[config.mk]
export PLATFORM = sky130hd
export DESIGN_NAME = multicycle_ctrl
export DESIGN_NICKNAME = d
export VERILOG_FILES = /design/src/rtl/cpu_pkg.sv /design/src/rtl/mem_wait_timer.sv /design/src/rtl/multicycle_ctrl.sv
export SDC_FILE = /design/constraint.sdc
export NUM_CORES = 1
export LEC_CHECK = 0
export ABC_AREA = 1
export ABC_CLOCK_PERIOD_IN_PS = 3700
export BUFFER_PORTS_ARGS = -buffer_cell sky130_fd_sc_hd__buf_2
export CAP_MARGIN = 20
export CORE_MARGIN = 2
export CORE_UTILIZATION = 30
export DETAILED_ROUTE_END_ITERATION = 12
export GPL_TIMING_DRIVEN = 0
export SETUP_SLACK_MARGIN = 0.4
export SLEW_MARGIN = 20
export SYNTH_ARGS = -nofsm -noshare
export SYNTH_HDL_FRONTEND = slang
export SYNTH_SLANG_ARGS = --single-unit
[constraint.sdc]
create_clock -name clk -period 3.7 [get_ports clk]
set_input_delay 0.185 -clock clk [delete_from_list [all_inputs] [get_ports clk]]
set_output_delay 0.185 -clock clk [all_outputs]
set_load 0.02 [all_outputs]
[src/rtl/cpu_pkg.sv]
// cpu_pkg: opcode constants, controller state encoding, mux select and trap cause codes
package cpu_pkg;
  localparam logic [6:0] OP_LUI   = 7'b0110111;
  localparam logic [6:0] OP_AUIPC = 7'b0010111;
  localparam logic [6:0] OP_JAL   = 7'b1101111;
  localparam logic [6:0] OP_JALR  = 7'b1100111;
  localparam logic [6:0] OP_BXX   = 7'b1100011;
  localparam logic [6:0] OP_LXX   = 7'b0000011;
  localparam logic [6:0] OP_SXX   = 7'b0100011;
  localparam logic [6:0] OP_IXX   = 7'b0010011;
  localparam logic [6:0] OP_RXX   = 7'b0110011;
  typedef enum logic [2:0] {S_FETCH, S_DECODE, S_EXEC, S_MEM, S_WB, S_TRAP} state_t;
  localparam logic [1:0] PC_4 = 2'b00, PC_IMM = 2'b01, PC_ALU = 2'b10;
  localparam logic [1:0] WB_ALU = 2'b00, WB_LOAD = 2'b01, WB_PC4 = 2'b10, WB_IMM = 2'b11;
  localparam logic [1:0] TC_NONE = 2'b00, TC_TIMEOUT = 2'b01, TC_ILLEGAL = 2'b10, TC_MISALIGN = 2'b11;
  // size is funct3[1:0]: 00 byte, 01 half, 1x word
  function automatic logic [3:0] byte_en(input logic [1:0] size, input logic [1:0] lo);
    return size[1] ? 4'b1111 : size[0] ? 4'b0011 << lo : 4'b0001 << lo;
  endfunction
endpackage

[src/rtl/mem_wait_timer.sv]
// mem_wait_timer: counts cycles a memory request waits for ack, flags the last allowed cycle
module mem_wait_timer #(
  parameter int MEM_TIMEOUT = 16
) (
  input  logic clk,
  input  logic rstn,
  input  logic clear,
  input  logic count_en,
  output logic expired
);
  logic [7:0] count;
  always_ff @(posedge clk)
    if (!rstn || clear) count <= '0;
    else if (count_en) count <= count + 8'd1;
  assign expired = count == 8'(MEM_TIMEOUT - 1);
endmodule

[src/rtl/multicycle_ctrl.sv]
// multicycle_ctrl: FETCH/DECODE/EXEC/MEM/WB sequencer for a multicycle RV32I datapath with traps
module multicycle_ctrl
  import cpu_pkg::*;
#(
  parameter int MEM_TIMEOUT = 16,
  parameter int CNT_W       = 32
) (
  input  logic             clk,
  input  logic             rstn,
  input  logic [31:0]      instr,
  input  logic             br_taken,
  input  logic [1:0]       dmem_addr_lo,
  output logic             imem_req,
  input  logic             imem_ack,
  output logic             dmem_req,
  output logic             dmem_we,
  output logic [3:0]       dmem_be,
  input  logic             dmem_ack,
  output logic             ir_we,
  output logic             pc_we,
  output logic [1:0]       pc_sel,
  output logic             alu_a_sel,
  output logic             alu_b_sel,
  output logic             rf_we,
  output logic [1:0]       wb_sel,
  output logic             trap,
  output logic [1:0]       trap_cause,
  output logic [CNT_W-1:0] instret
);
  state_t state, next;
  logic [1:0] cause_next, lo_q, size;
  logic [6:0] op;
  logic legal, is_mem, misaligned, expired, retire, unused;
  assign op = instr[6:0];
  assign size = instr[13:12];
  assign unused = ^{instr[31:14], instr[11:7]};
  assign legal = op inside {OP_LUI, OP_AUIPC, OP_JAL, OP_JALR, OP_BXX, OP_LXX, OP_SXX, OP_IXX, OP_RXX};
  assign is_mem = op == OP_LXX || op == OP_SXX;
  assign misaligned = (size == 2'b01 && dmem_addr_lo[0]) || (size[1] && |dmem_addr_lo);
  assign trap = state == S_TRAP;
  mem_wait_timer #(.MEM_TIMEOUT(MEM_TIMEOUT)) u_timer (
    .clk(clk),
    .rstn(rstn),
    .clear(next != state),
    .count_en((state == S_FETCH && !imem_ack) || (state == S_MEM && !dmem_ack)),
    .expired(expired)
  );
  always_ff @(posedge clk)
    if (!rstn) begin
      state <= S_FETCH;
      trap_cause <= TC_NONE;
      instret <= '0;
      lo_q <= '0;
    end else begin
      state <= next;
      trap_cause <= cause_next;
      if (retire) instret <= instret + CNT_W'(1);
      if (state == S_EXEC) lo_q <= dmem_addr_lo;
    end
  always_comb begin
    next = state;
    cause_next = trap_cause;
    imem_req = 1'b0;
    ir_we = 1'b0;
    dmem_req = 1'b0;
    dmem_we = 1'b0;
    dmem_be = 4'b0000;
    pc_we = 1'b0;
    pc_sel = PC_4;
    alu_a_sel = 1'b0;
    alu_b_sel = 1'b0;
    rf_we = 1'b0;
    wb_sel = WB_ALU;
    retire = 1'b0;
    case (state)
      S_FETCH: begin
        imem_req = 1'b1;
        ir_we = imem_ack;
        if (imem_ack) next = S_DECODE;
        else if (expired) begin
          next = S_TRAP;
          cause_next = TC_TIMEOUT;
        end
      end
      S_DECODE: begin
        next = legal ? S_EXEC : S_TRAP;
        cause_next = legal ? trap_cause : TC_ILLEGAL;
      end
      S_EXEC: begin
        alu_a_sel = op == OP_AUIPC || op == OP_JAL || op == OP_BXX;
        alu_b_sel = !(op == OP_RXX || op == OP_BXX);
        if (is_mem) begin
          next = misaligned ? S_TRAP : S_MEM;
          cause_next = misaligned ? TC_MISALIGN : trap_cause;
        end else begin
          next = S_FETCH;
          retire = 1'b1;
          pc_we = 1'b1;
          rf_we = op != OP_BXX;
          wb_sel = (op == OP_JAL || op == OP_JALR) ? WB_PC4 : op == OP_LUI ? WB_IMM : WB_ALU;
          pc_sel = (op == OP_JAL || (op == OP_BXX && br_taken)) ? PC_IMM : op == OP_JALR ? PC_ALU : PC_4;
        end
      end
      S_MEM: begin
        dmem_req = 1'b1;
        dmem_we = op == OP_SXX;
        dmem_be = byte_en(size, lo_q);
        if (dmem_ack) begin
          next = dmem_we ? S_FETCH : S_WB;
          pc_we = dmem_we;
          retire = dmem_we;
        end else if (expired) begin
          next = S_TRAP;
          cause_next = TC_TIMEOUT;
        end
      end
      S_WB: begin
        next = S_FETCH;
        rf_we = 1'b1;
        wb_sel = WB_LOAD;
        pc_we = 1'b1;
        retire = 1'b1;
      end
      default: ;
    endcase
  end
endmodule

==> run_results.csv, run 1 <==
group,metric,value,unit
run_status,status,"finished, final reports clean",
final_layout,area_growth,18.6,%
sta,max_slew_margin,59.4,%
logic_synthesis,synth.distinct_cells,39,
placed_design,gp_congestion,0.894,
final_layout,final_util,36.5,%
worst_setup_path,arrival,1.84,ns
min_path,hold_path.class,"input pin to register",
final_layout,regArea,941,sq um
clocking,cts_buffers,5,
route,first_pass_iters,5,
placed_design,port_buffers,66,
clocking,clockBufferDepth,2,
final_layout,diodes,0,
final_layout,fin_nets,604,
die,die_area,11400,sq um
sta,drv_slew,0,
logic_synthesis,ys_warn_count,0,
clocking,cts_setup_buffers,0,
grt,grtUsageTotal,15.4,%
route,wl,8600,um
clocking,cts_resized,0,
logic_synthesis,syn_inst,490,
final_layout,fillers,1124,
logic_synthesis,synth_ff_type,"dfxtp_1",
pwr,power,1.11,mW
sta,fin_skew,0.0191,ns
worst_setup_path,crit_fanout,10,
die,coreArea,10300,sq um
die,die_w,107,um
flow_run,cap_violations,0,
worst_setup_path,cp-start-kind,"register",
placed_design,place_hpwl,6880,um
route,drc,0,
grt,grt_pass1_wl,14400,um
route,drt_iter0_markers,170,
die,io_pins,90,
clocking,holdBufCountCts,0,
clocking,clock-sinks,47,
clocking,htreeDepth,2,
clocking,cts_tree,"built",
route,vias_per_cell,4.72,
grt,grt.met2_usage,26.2,%
grt,grt_pass1_vias,3142,
grt,met3_usage,2.61,%
final_layout,multiInputGateArea,1920,sq um
clocking,clk_latency,0.31,ns
logic_synthesis,syn_nets,531,
logic_synthesis,async_reset_ff_share,0,%
route,wire_per_inst,12.3,um
final_layout,drive_above_1_share,23.0,%
die,initial_core_util,30.8,%
worst_setup_path,path_class,"register to output port",
sta,fin_setup_tns,0,ns
grt,grt_max_degree,16,
sta,setup_viol,0,
sta,hold_violations,0,
pwr,max-vdd-ir-drop,0.157,mV
clocking,cts_root_buffer,"clkbuf_8",
grt,antenna_found_initial,0,
sta,rsz0062_at_grt,"no",
sta,finalCritPeriodShare,54.7,%
pwr,power_leakage,1.59,nW
die,row_count,37,
route,postRouteAntennaNets,0,
logic_synthesis,synth-edff-count,0,
logic_synthesis,synth_seq_cells,47,
sta,worst_slew_pin_slew,0.608,ns
grt,grt_most_used_layer,"met2",
logic_synthesis,syn-cell-area,3170,sq um
logic_synthesis,avgSynthCellArea,6.46,sq um
sta,period_needed,2.02,ns
clocking,path_clk_slew,0.10,ns
route,num_vias,3305,
grt,use_met1,19.8,%
worst_setup_path,end_kind,"output port",
logic_synthesis,yosysSeqAreaShare,29.7,%
pwr,power_density,295,nW/um^2
die,die_h,107,um
grt,overflow,0,
sta,timing.fmax,494,MHz
worst_setup_path,required,3.51,ns
## state kept, by name, summed over array words and instances, names as in the netlist
signal	flops
u_timer.count	8
lo_q	2
state	3
trap_cause	2
instret	32
## power breakdown
group | switching (mW) | total [mW] | internal, mW | leakage, nW
Sequential | 0.0147 | 0.532 | 0.517 | 0.379
Clock | 0.185 | 0.319 | 0.133 | 0.0483
Combinational | 0.176 | 0.256 | 0.0798 | 1.17
## cells by family after synthesis
logic type / share of synthesized area (%)
buffers and inverters: 9.60
DFF: 29.7
xor gates and xnor gates: 4.98
muxes: 0.316
AOI/OAI and AO/OA: 11.1
adders and majority gates: 0.790
and+or+nand+nor: 43.5
## critical path, stage by stage, from the launching register on
cell     delay, ns
dfxtp_1       0.53
inv_2         0.12
nand3_4       0.15
inv_2         0.08
nand2_4       0.10
nand3_4       0.10
buf_8         0.16
buf_6         0.14
buf_2         0.15
## per-stage QoR
step / instances / cell area, sq um / setup slack (ns) / hold WS (ns)
finish: 700 / 3750 / 1.68 / 0.188
floorplan: 490 / 3170 / 2.03 / 0.323
global route: 700 / 3750 / 1.53 / 0.217
CTS: 700 / 3750 / 1.65 / 0.187
global placement: 692 / 3670 / 1.88 / 0.438
detailed placement: 692 / 3670 / 1.81 / 0.441
## layer usage
layer | share of wire, % | routed length (um) | vias to the layer above
li1 | - | - | 1720
met1 | 47 | 4010 | 1497
met2 | 48 | 4120 | 80
met3 | 4.5 | 388 | 8
met4 | 0.95 | 82 | 0
met5 | 0 | 0 | -
## cell usage in the layout (no fill, tap or decap), types with 9 or more instances in the layout
| cell | instances |
|---|---|
| buf_2 | 67 |
| nand3_1 | 24 |
| o21ai_0 | 9 |
| xor2_1 | 14 |
| nor2_1 | 58 |
| a21oi_1 | 40 |
| nor3_1 | 19 |
| inv_1 | 49 |
| nand2_1 | 137 |
| inv_2 | 12 |
| nor3_2 | 13 |
| dfxtp_1 | 47 |
## area by class of cell
cell class	instances	area share, %
plain buffers	8	1.63
clock buffers	5	1.83
clock inverters	3	0.500
inverters	64	6.46
multi-input cells	371	51.2
flip-flops and latches	47	25.1
well taps	136	4.53
repair buffers	66	8.80
## synthesized netlist by cell type, types with 2 or more instances
library cell / n / area share, %
nor2_2: 6 / 1.2
nand3_2: 2 / 0.63
nand2_1: 137 / 16
clkinv_1: 2 / 0.24
xnor2_1: 4 / 1.1
nand4_1: 8 / 1.6
nand2_4: 3 / 1.1
nand3_4: 3 / 1.7
a21oi_1: 40 / 6.3
ha_1: 2 / 0.79
buf_6: 2 / 0.71
a21oi_2: 2 / 0.55
xor2_1: 14 / 3.9
nor2_1: 58 / 6.9
clkbuf_1: 3 / 0.36
inv_1: 49 / 5.8
nor3_2: 13 / 4.1
dfxtp_1: 47 / 30
o21ai_1: 8 / 1.3
inv_2: 12 / 1.4
o21ai_0: 9 / 1.4
nor3_1: 19 / 3.0
nand3_1: 24 / 3.8
nand2_2: 5 / 0.99
o211ai_1: 3 / 0.71
nor3b_1: 2 / 0.47
## final timing paths
check / startpoint / endpoint / slack, ns / depth (start not counted)
worst max-delay path: state[0]$_SDFF_PN0_ / pc_we / 1.68 / 8
worst min-delay path: rstn / instret[11]$_SDFFE_PN0P_ / 0.19 / 3
worst max register to register: instret[5]$_SDFFE_PN0P_ / instret[23]$_SDFFE_PN0P_ / 1.71 / 7
worst min register to register: trap_cause[1]$_SDFFE_PN0P_ / trap_cause[1]$_SDFFE_PN0P_ / 0.45 / 2
(Power assumes the default switching activity.)
==> run 2, diff against run 1 <==
Settings changed: ABC_CLOCK_PERIOD_IN_PS 3700 to 1900.
Clock period 3.7 ns to 1.9 ns, I/O delays scaled along.
==> run 2 against run 1 <==
  * Sequential share of layout area is 3.2 points lower
  * Clock skew is 0.0039 ns higher
  * Global-route usage is 1.2 points higher
  * Sequential cell count stayed put
  * Core utilization is 7.9 points higher
  * First-iteration DRC count is 2.9% lower
  * Worst setup slack worse by 1.4 ns
  * Clock power is 95% higher
  * Sequential power is 95% higher
  * Critical path type unchanged
  * Largest cell class unchanged
  * Highest routed layer unchanged
==> run_results.csv, run 2 (same netlist as run 1, synthesis figures left out) <==
group,metric,value,unit
final_layout,area_growth,44.1,%
worst_setup_path,end_kind,"output port",
sta,max_slew_margin,51.2,%
final_layout,top_register,"instret",
route,drc,0,
clocking,cts_buffers,5,
sta,period_needed,1.58,ns
route,first_pass_iters,4,
route,postRouteAntennaNets,0,
route,wire_per_inst,13.2,um
final_layout,most-common-layout-cells,"nand2_1 (126), buf_2 (59), inv_1 (48)",
clocking,cts_tree,"built",
run_status,status,"finished, final reports clean",
worst_setup_path,cp-start-kind,"register",
die,io_pins,90,
sta,hold_violations,0,
sta,finalCritPeriodShare,83.0,%
worst_setup_path,regToRegSetupSlack,0.33,ns
die,initial_core_util,30.8,%
final_layout,multiInputGateArea,2280,sq um
grt,grt_pass1_vias,3282,
pwr,power_density,525,nW/um^2
route,num_vias,3569,
clocking,htreeDepth,2,
final_layout,regArea,997,sq um
grt,antenna_found_initial,0,
clocking,clockBufferDepth,2,
sta,timing.fmax,634,MHz
placed_design,place_hpwl,6880,um
final_layout,final_util,44.4,%
sta,rsz0062_at_grt,"yes",
die,coreArea,10300,sq um
final_layout,layout_commonest_cell,"nand2_1",
route,wl,9750,um
final_layout,fillers,1042,
worst_setup_path,required,1.80,ns
pwr,max-vdd-ir-drop,0.413,mV
worst_setup_path,arrival,1.48,ns
sta,fin_skew,0.0230,ns
final_layout,diodes,0,
final_layout,drive_above_1_share,42.1,%
clocking,path_clk_slew,0.11,ns
sta,fin_setup_tns,0,ns
clocking,cts_root_buffer,"clkbuf_8",
pwr,power_leakage,1.96,nW
clocking,clk_latency,0.31,ns
placed_design,port_buffers,66,
grt,overflow,0,
sta,drv_slew,0,
clocking,clock-sinks,47,
sta,holdWs,0.0938,ns
worst_setup_path,path_class,"register to output port",
grt,grt_pass1_wl,15500,um
worst_setup_path,crit_fanout,5,
grt,grt_max_degree,16,
sta,setup_viol,0,
min_path,hold_path.class,"input pin to register",
final_layout,largestRegisters,"instret x32, u_timer.count x8, state x3",
die,die_w,107,um
route,vias_per_cell,4.84,
die,die_h,107,um
flow_run,cap_violations,0,
route,drt_iter0_markers,165,
final_layout,fin_nets,641,
die,row_count,37,
grt,grtUsageTotal,16.5,%
sta,worst_slew_pin_slew,0.732,ns
final_layout,largest_reg_flops,32,
placed_design,gp_congestion,0.904,
die,die_area,11400,sq um
-- run 2: changes by cell type in the layout (fill, tap and decap cells not counted), moves of 8 or more --
| cell | change |
|---|---|
| dfxtp_2 | +24 |
| nor2_4 | +10 |
| buf_2 | -8 |
| nor3_1 | -11 |
| nand2_1 | -11 |
| dfxtp_1 | -31 |
| buf_4 | +32 |
| buf_6 | +8 |
| nor2_1 | -15 |
-- run 2: stage by stage --
step / power, mW / area (sq um) / std cells / setup slack [ns]
after CTS: 2.31 / 4210 / 723 / 0.305
after global routing: 2.52 / 4560 / 737 / 0.205
after detailed placement: 1.58 / 3720 / 692 / 0.173
final: 2.40 / 4560 / 737 / 0.324
after global placement: 1.57 / 3720 / 692 / 0.192
after floorplan: 1.44 / 3220 / 490 / 0.403
-- run 2: final timing paths --
| kind | endpoint | depth (start not counted) | start |
|---|---|---|---|
| setup / recovery | pc_we | 8 | state[0]$_SDFF_PN0_ |
| hold / removal | instret[11]$_SDFFE_PN0P_ | 3 | rstn |
| setup reg to reg | instret[21]$_SDFFE_PN0P_ | 7 | instret[2]$_SDFFE_PN0P_ |
| hold reg to reg | trap_cause[1]$_SDFFE_PN0P_ | 2 | trap_cause[1]$_SDFFE_PN0P_ |
-- run 2: what timing repair did --
| item | 4_1_cts | 5_1_grt |
|---|---|---|
| cloned | 0 | 1 |
| endpoints found under the setup margin | 48 | 51 |
| buffers inserted | 23 | 13 |
| pin swaps | 15 | 28 |
| resized for setup | 65 | 69 |
| hold buffers | 0 | 0 |
-- run 2: critical path, stage by stage, from the launching register on --
cell and delay (ns):
dfxtp_4 0.42, inv_4 0.06, nand3_4 0.10, inv_4 0.05, nand2_4 0.09, nand3_4 0.09, buf_8 0.13, buf_8 0.12
buf_6 0.12
-- run 2: metal layers --
metal / routed length, um / part of all wire (%) / GRT usage (%) / vias up
li1: - / - / - / 1805
met1: 4260 / 44 / 20.6 / 1665
met2: 4890 / 50 / 29.6 / 85
met3: 446 / 4.6 / 2.92 / 14
met4: 152 / 1.6 / 3.80 / 0
met5: 0 / 0 / 0 / -
-- run 2: power breakdown --
group          switching [mW]  total [mW]  internal (mW)
registers              0.0335        1.04           1.01
logic                   0.433       0.734          0.301
clock network           0.362       0.622          0.260
-- run 2: final cells by class --
cell class                 instances  share of cell area [%]
tap                              136                    3.73
clock inverter                     3                   0.411
sequential                        47                    21.9
clock buffer                       5                    1.51
inverter                          64                    5.76
timing repair buffer             103                    15.0
multi-input combinational        371                    49.9
buffer                             8                    1.81
==> run 3, diff against run 2 <==
Settings changed: ABC_AREA 1 to 0, ABC_CLOCK_PERIOD_IN_PS 1900 to 1650.
Clock period 1.9 ns to 1.65 ns, I/O delays scaled along.
==> run 3 against run 2 <==
  * The run now ends with negative setup slack left
  * Sequential share of layout area grew 0.57 points
  * Power grew 6.0%
  * Clock power grew 21%
  * Area after synthesis shrank 13%
  * Worst setup slack lost 0.82 ns
  * Non-clock buffer count grew 8
  * Register-to-register slack lost 0.83 ns
  * Synthesized cell count shrank 26%
  * Clock skew shrank 0.013 ns
  * Critical endpoint is now instret[18]$_SDFFE_PN0P_
==> run_results.csv, run 3 <==
group,metric,value,unit
logic_synthesis,yosys-top-cells-area,"dfxtp_1 (34%), a21oi_1 (6.4%), nand2_1 (5.0%)",
logic_synthesis,syn-cell-area,2750,sq um
final_layout,diodes,0,
worst_setup_path,path_class,"register to register",
final_layout,instances_no_fill,581,
placed_design,gp_congestion,0.872,
sta,max_slew_margin,57.9,%
die,initial_core_util,31.3,%
die,die_w,99.8,um
sta,setup_viol,50,
final_layout,most-common-layout-cells,"buf_2 (48), buf_4 (36), dfxtp_1 (34)",
logic_synthesis,yosys.area_share.simple,33.1,%
clocking,htreeDepth,2,
worst_setup_path,reg2reg_depth,6,
logic_synthesis,async_reset_ff_share,0,%
sta,rsz0062_at_grt,"yes",
grt,grt_pass1_vias,3054,
final_layout,top_register,"instret",
min_path,hold_path.class,"input pin to register",
placed_design,dp_cells,535,
route,vias_per_cell,5.51,
sta,fin_skew,0.0102,ns
logic_synthesis,yosysSeqAreaShare,34.2,%
logic_synthesis,synth_ff_type,"dfxtp_1",
final_layout,layout_commonest_cell,"buf_2",
pwr,power_leakage,1.65,nW
logic_synthesis,synthAdderAreaFrac,0.909,%
clocking,path_clk_slew,0.10,ns
clocking,cts_buffers,5,
worst_setup_path,crit_path_max_incr_delay,0.48,ns
sta,timing.fmax,466,MHz
logic_synthesis,synth_compound_area_share,22.6,%
logic_synthesis,ys_warn_count,0,
worst_setup_path,arrival,2.39,ns
worst_setup_path,cpMaxStageDelayCell,"or4_4",
clocking,cts_root_buffer,"clkbuf_8",
die,row_count,34,
logic_synthesis,synth.distinct_cells,49,
logic_synthesis,synth_common_cells,"dfxtp_1 (47), nand2_1 (37), a21oi_1 (35)",
worst_setup_path,crit_fanout,9,
route,wl,9090,um
logic_synthesis,syn_inst,362,
clocking,clk_latency,0.30,ns
worst_setup_path,end_kind,"register",
route,first_pass_iters,5,
worst_setup_path,r2r_start,"state[2]$_SDFF_PN0_",
pwr,max-vdd-ir-drop,0.381,mV
grt,grtUsageTotal,18.0,%
grt,grt_max_degree,15,
route,postRouteAntennaNets,0,
die,coreArea,8810,sq um
logic_synthesis,synth.most_common_cell,"dfxtp_1",
placed_design,place_hpwl,5840,um
die,die_area,9960,sq um
sta,hold_violations,0,
run_status,failed_checks,"negative setup slack",
logic_synthesis,synth_top_area_cell,"dfxtp_1",
worst_setup_path,regToRegSetupSlack,-0.50,ns
sta,worst_slew_pin_slew,0.632,ns
flow_run,cap_violations,0,
grt,grt_pass1_wl,14600,um
die,die_h,99.8,um
grt,antenna_found_initial,0,
die,io_pins,90,
worst_setup_path,cp_cell_sequence,"nand3b_1 -> or4_4 -> a311o_1 -> buf_6 -> or4_1 -> a21oi_1",
logic_synthesis,synth.mux.area_fraction,0.727,%
min_path,holdPathStages,3,
final_layout,largest_reg_flops,32,
logic_synthesis,syn_nets,403,
min_path,hold_end,"lo_q[0]$_SDFFE_PN0P_",
clocking,clockBufferDepth,2,
run_status,status,"finished with violations",
route,drc,0,
sta,fin_setup_tns,-14.18,ns
logic_synthesis,avgSynthCellArea,7.60,sq um
worst_setup_path,required,1.89,ns
route,drt_iter0_markers,107,
logic_synthesis,synth_xor_area_share,3.50,%
grt,overflow,0,
final_layout,fin_nets,513,
worst_setup_path,timing.rr.end,"instret[18]$_SDFFE_PN0P_",
sta,period_needed,2.15,ns
route,wire_per_inst,15.7,um
clocking,holdBufCountCts,0,
route,num_vias,3199,
logic_synthesis,yosysTopAreaCellShare,34.2,%
sta,finalCritPeriodShare,130,%
pwr,power,2.54,mW
clocking,clock-sinks,47,
final_layout,area_growth,56.7,%
min_path,hp-start,"dmem_addr_lo[0]",
final_layout,largestRegisters,"instret x32, u_timer.count x8, state x3",
pwr,power_density,589,nW/um^2
clocking,cts_tree,"built",
logic_synthesis,synth-edff-count,0,
final_layout,fillers,833,
sta,drv_slew,0,
sta,setup_slack,-0.497,ns
placed_design,port_buffers,65,
logic_synthesis,synth_top_family_by_area,"simple AND/OR/NAND/NOR gates",
logic_synthesis,synth_seq_cells,47,
worst_setup_path,cp-start-kind,"register",
final_layout,drive_above_1_share,43.8,%
run 3: changes by cell type after synthesis, sizes merged, moves of 13 or more:
cell / change
o31ai: +14
nor3: -17
nand2: -108
or4: +13
nor2: -41
or3: +13
inv: -47
run 3: metal layers:
metal | vias up | wire [um] | part of all wire, % | global-route usage, %
li1 | 1563 | - | - | -
met4 | 0 | 159 | 1.7 | 5.48
met3 | 13 | 458 | 5.0 | 3.20
met2 | 97 | 4500 | 49 | 32.7
met5 | - | 0 | 0 | 0
met1 | 1526 | 3980 | 44 | 21.5
run 3: worst max path at each step:
stage               cells after the start                       end                start
floorplan                               8  instret[14]$_SDFFE_PN0P_             instr[2]
global placement                        7  instret[12]$_SDFFE_PN0P_  state[2]$_SDFF_PN0_
detailed placement                      7  instret[12]$_SDFFE_PN0P_  state[2]$_SDFF_PN0_
CTS                                     6  instret[18]$_SDFFE_PN0P_  state[2]$_SDFF_PN0_
global route                            6  instret[14]$_SDFFE_PN0P_  state[2]$_SDFF_PN0_
finish                                  6  instret[18]$_SDFFE_PN0P_  state[2]$_SDFF_PN0_
run 3: cells by family after synthesis:
family,Yosys count
compound gates,98
xor+xnor,11
fa+ha+maj,2
buf+inv,32
flops,47
mux,2
simple gates,170
run 3: per-stage QoR:
stage | setup slack (ns) | hold slack (ns) | util (%) | cell area [sq um]
2_1_floorplan | -0.461 | 0.216 | - | 2940
3_3_place_gp | -0.706 | 0.340 | 38.6 | 3400
3_5_place_dp | -0.721 | 0.352 | 38.6 | 3400
4_1_cts | -0.468 | 0.0353 | 46.3 | 4070
5_1_grt | -0.579 | 0.0317 | 49.0 | 4310
6_report | -0.497 | 0.0355 | 49.0 | 4310
run 3: critical path, delay by kind of cell, from the launching register on:
kind / cells / cell delay, ns
simple gates: 3 / 1.13
compound gates: 2 / 0.45
flops: 1 / 0.35
buf+inv: 1 / 0.15
run 3: cell type report:
cell class | instances | area, sq um | area share [%]
Timing Repair Buffer | 103 | 732 | 17.0
Clock buffer | 7 | 86.3 | 2.00
Multi-Input combinational cell | 283 | 2110 | 49.0
Tap cell | 108 | 135 | 3.13
Buffer | 16 | 199 | 4.61
Clock inverter | 1 | 8.76 | 0.203
Inverter | 16 | 71.3 | 1.65
Sequential cell | 47 | 967 | 22.4
run 3: power breakdown:
| group | switching (mW) | internal, mW |
|---|---|---|
| Combinational | 0.327 | 0.285 |
| Clock | 0.410 | 0.344 |
| Sequential | 0.0201 | 1.15 |
run 3: repair_timing:
action                     in CTS  in global routing
resized for setup              83                 45
setup endpoints to repair      64                 64
setup buffers                  29                  9
pin swaps                      19                  9
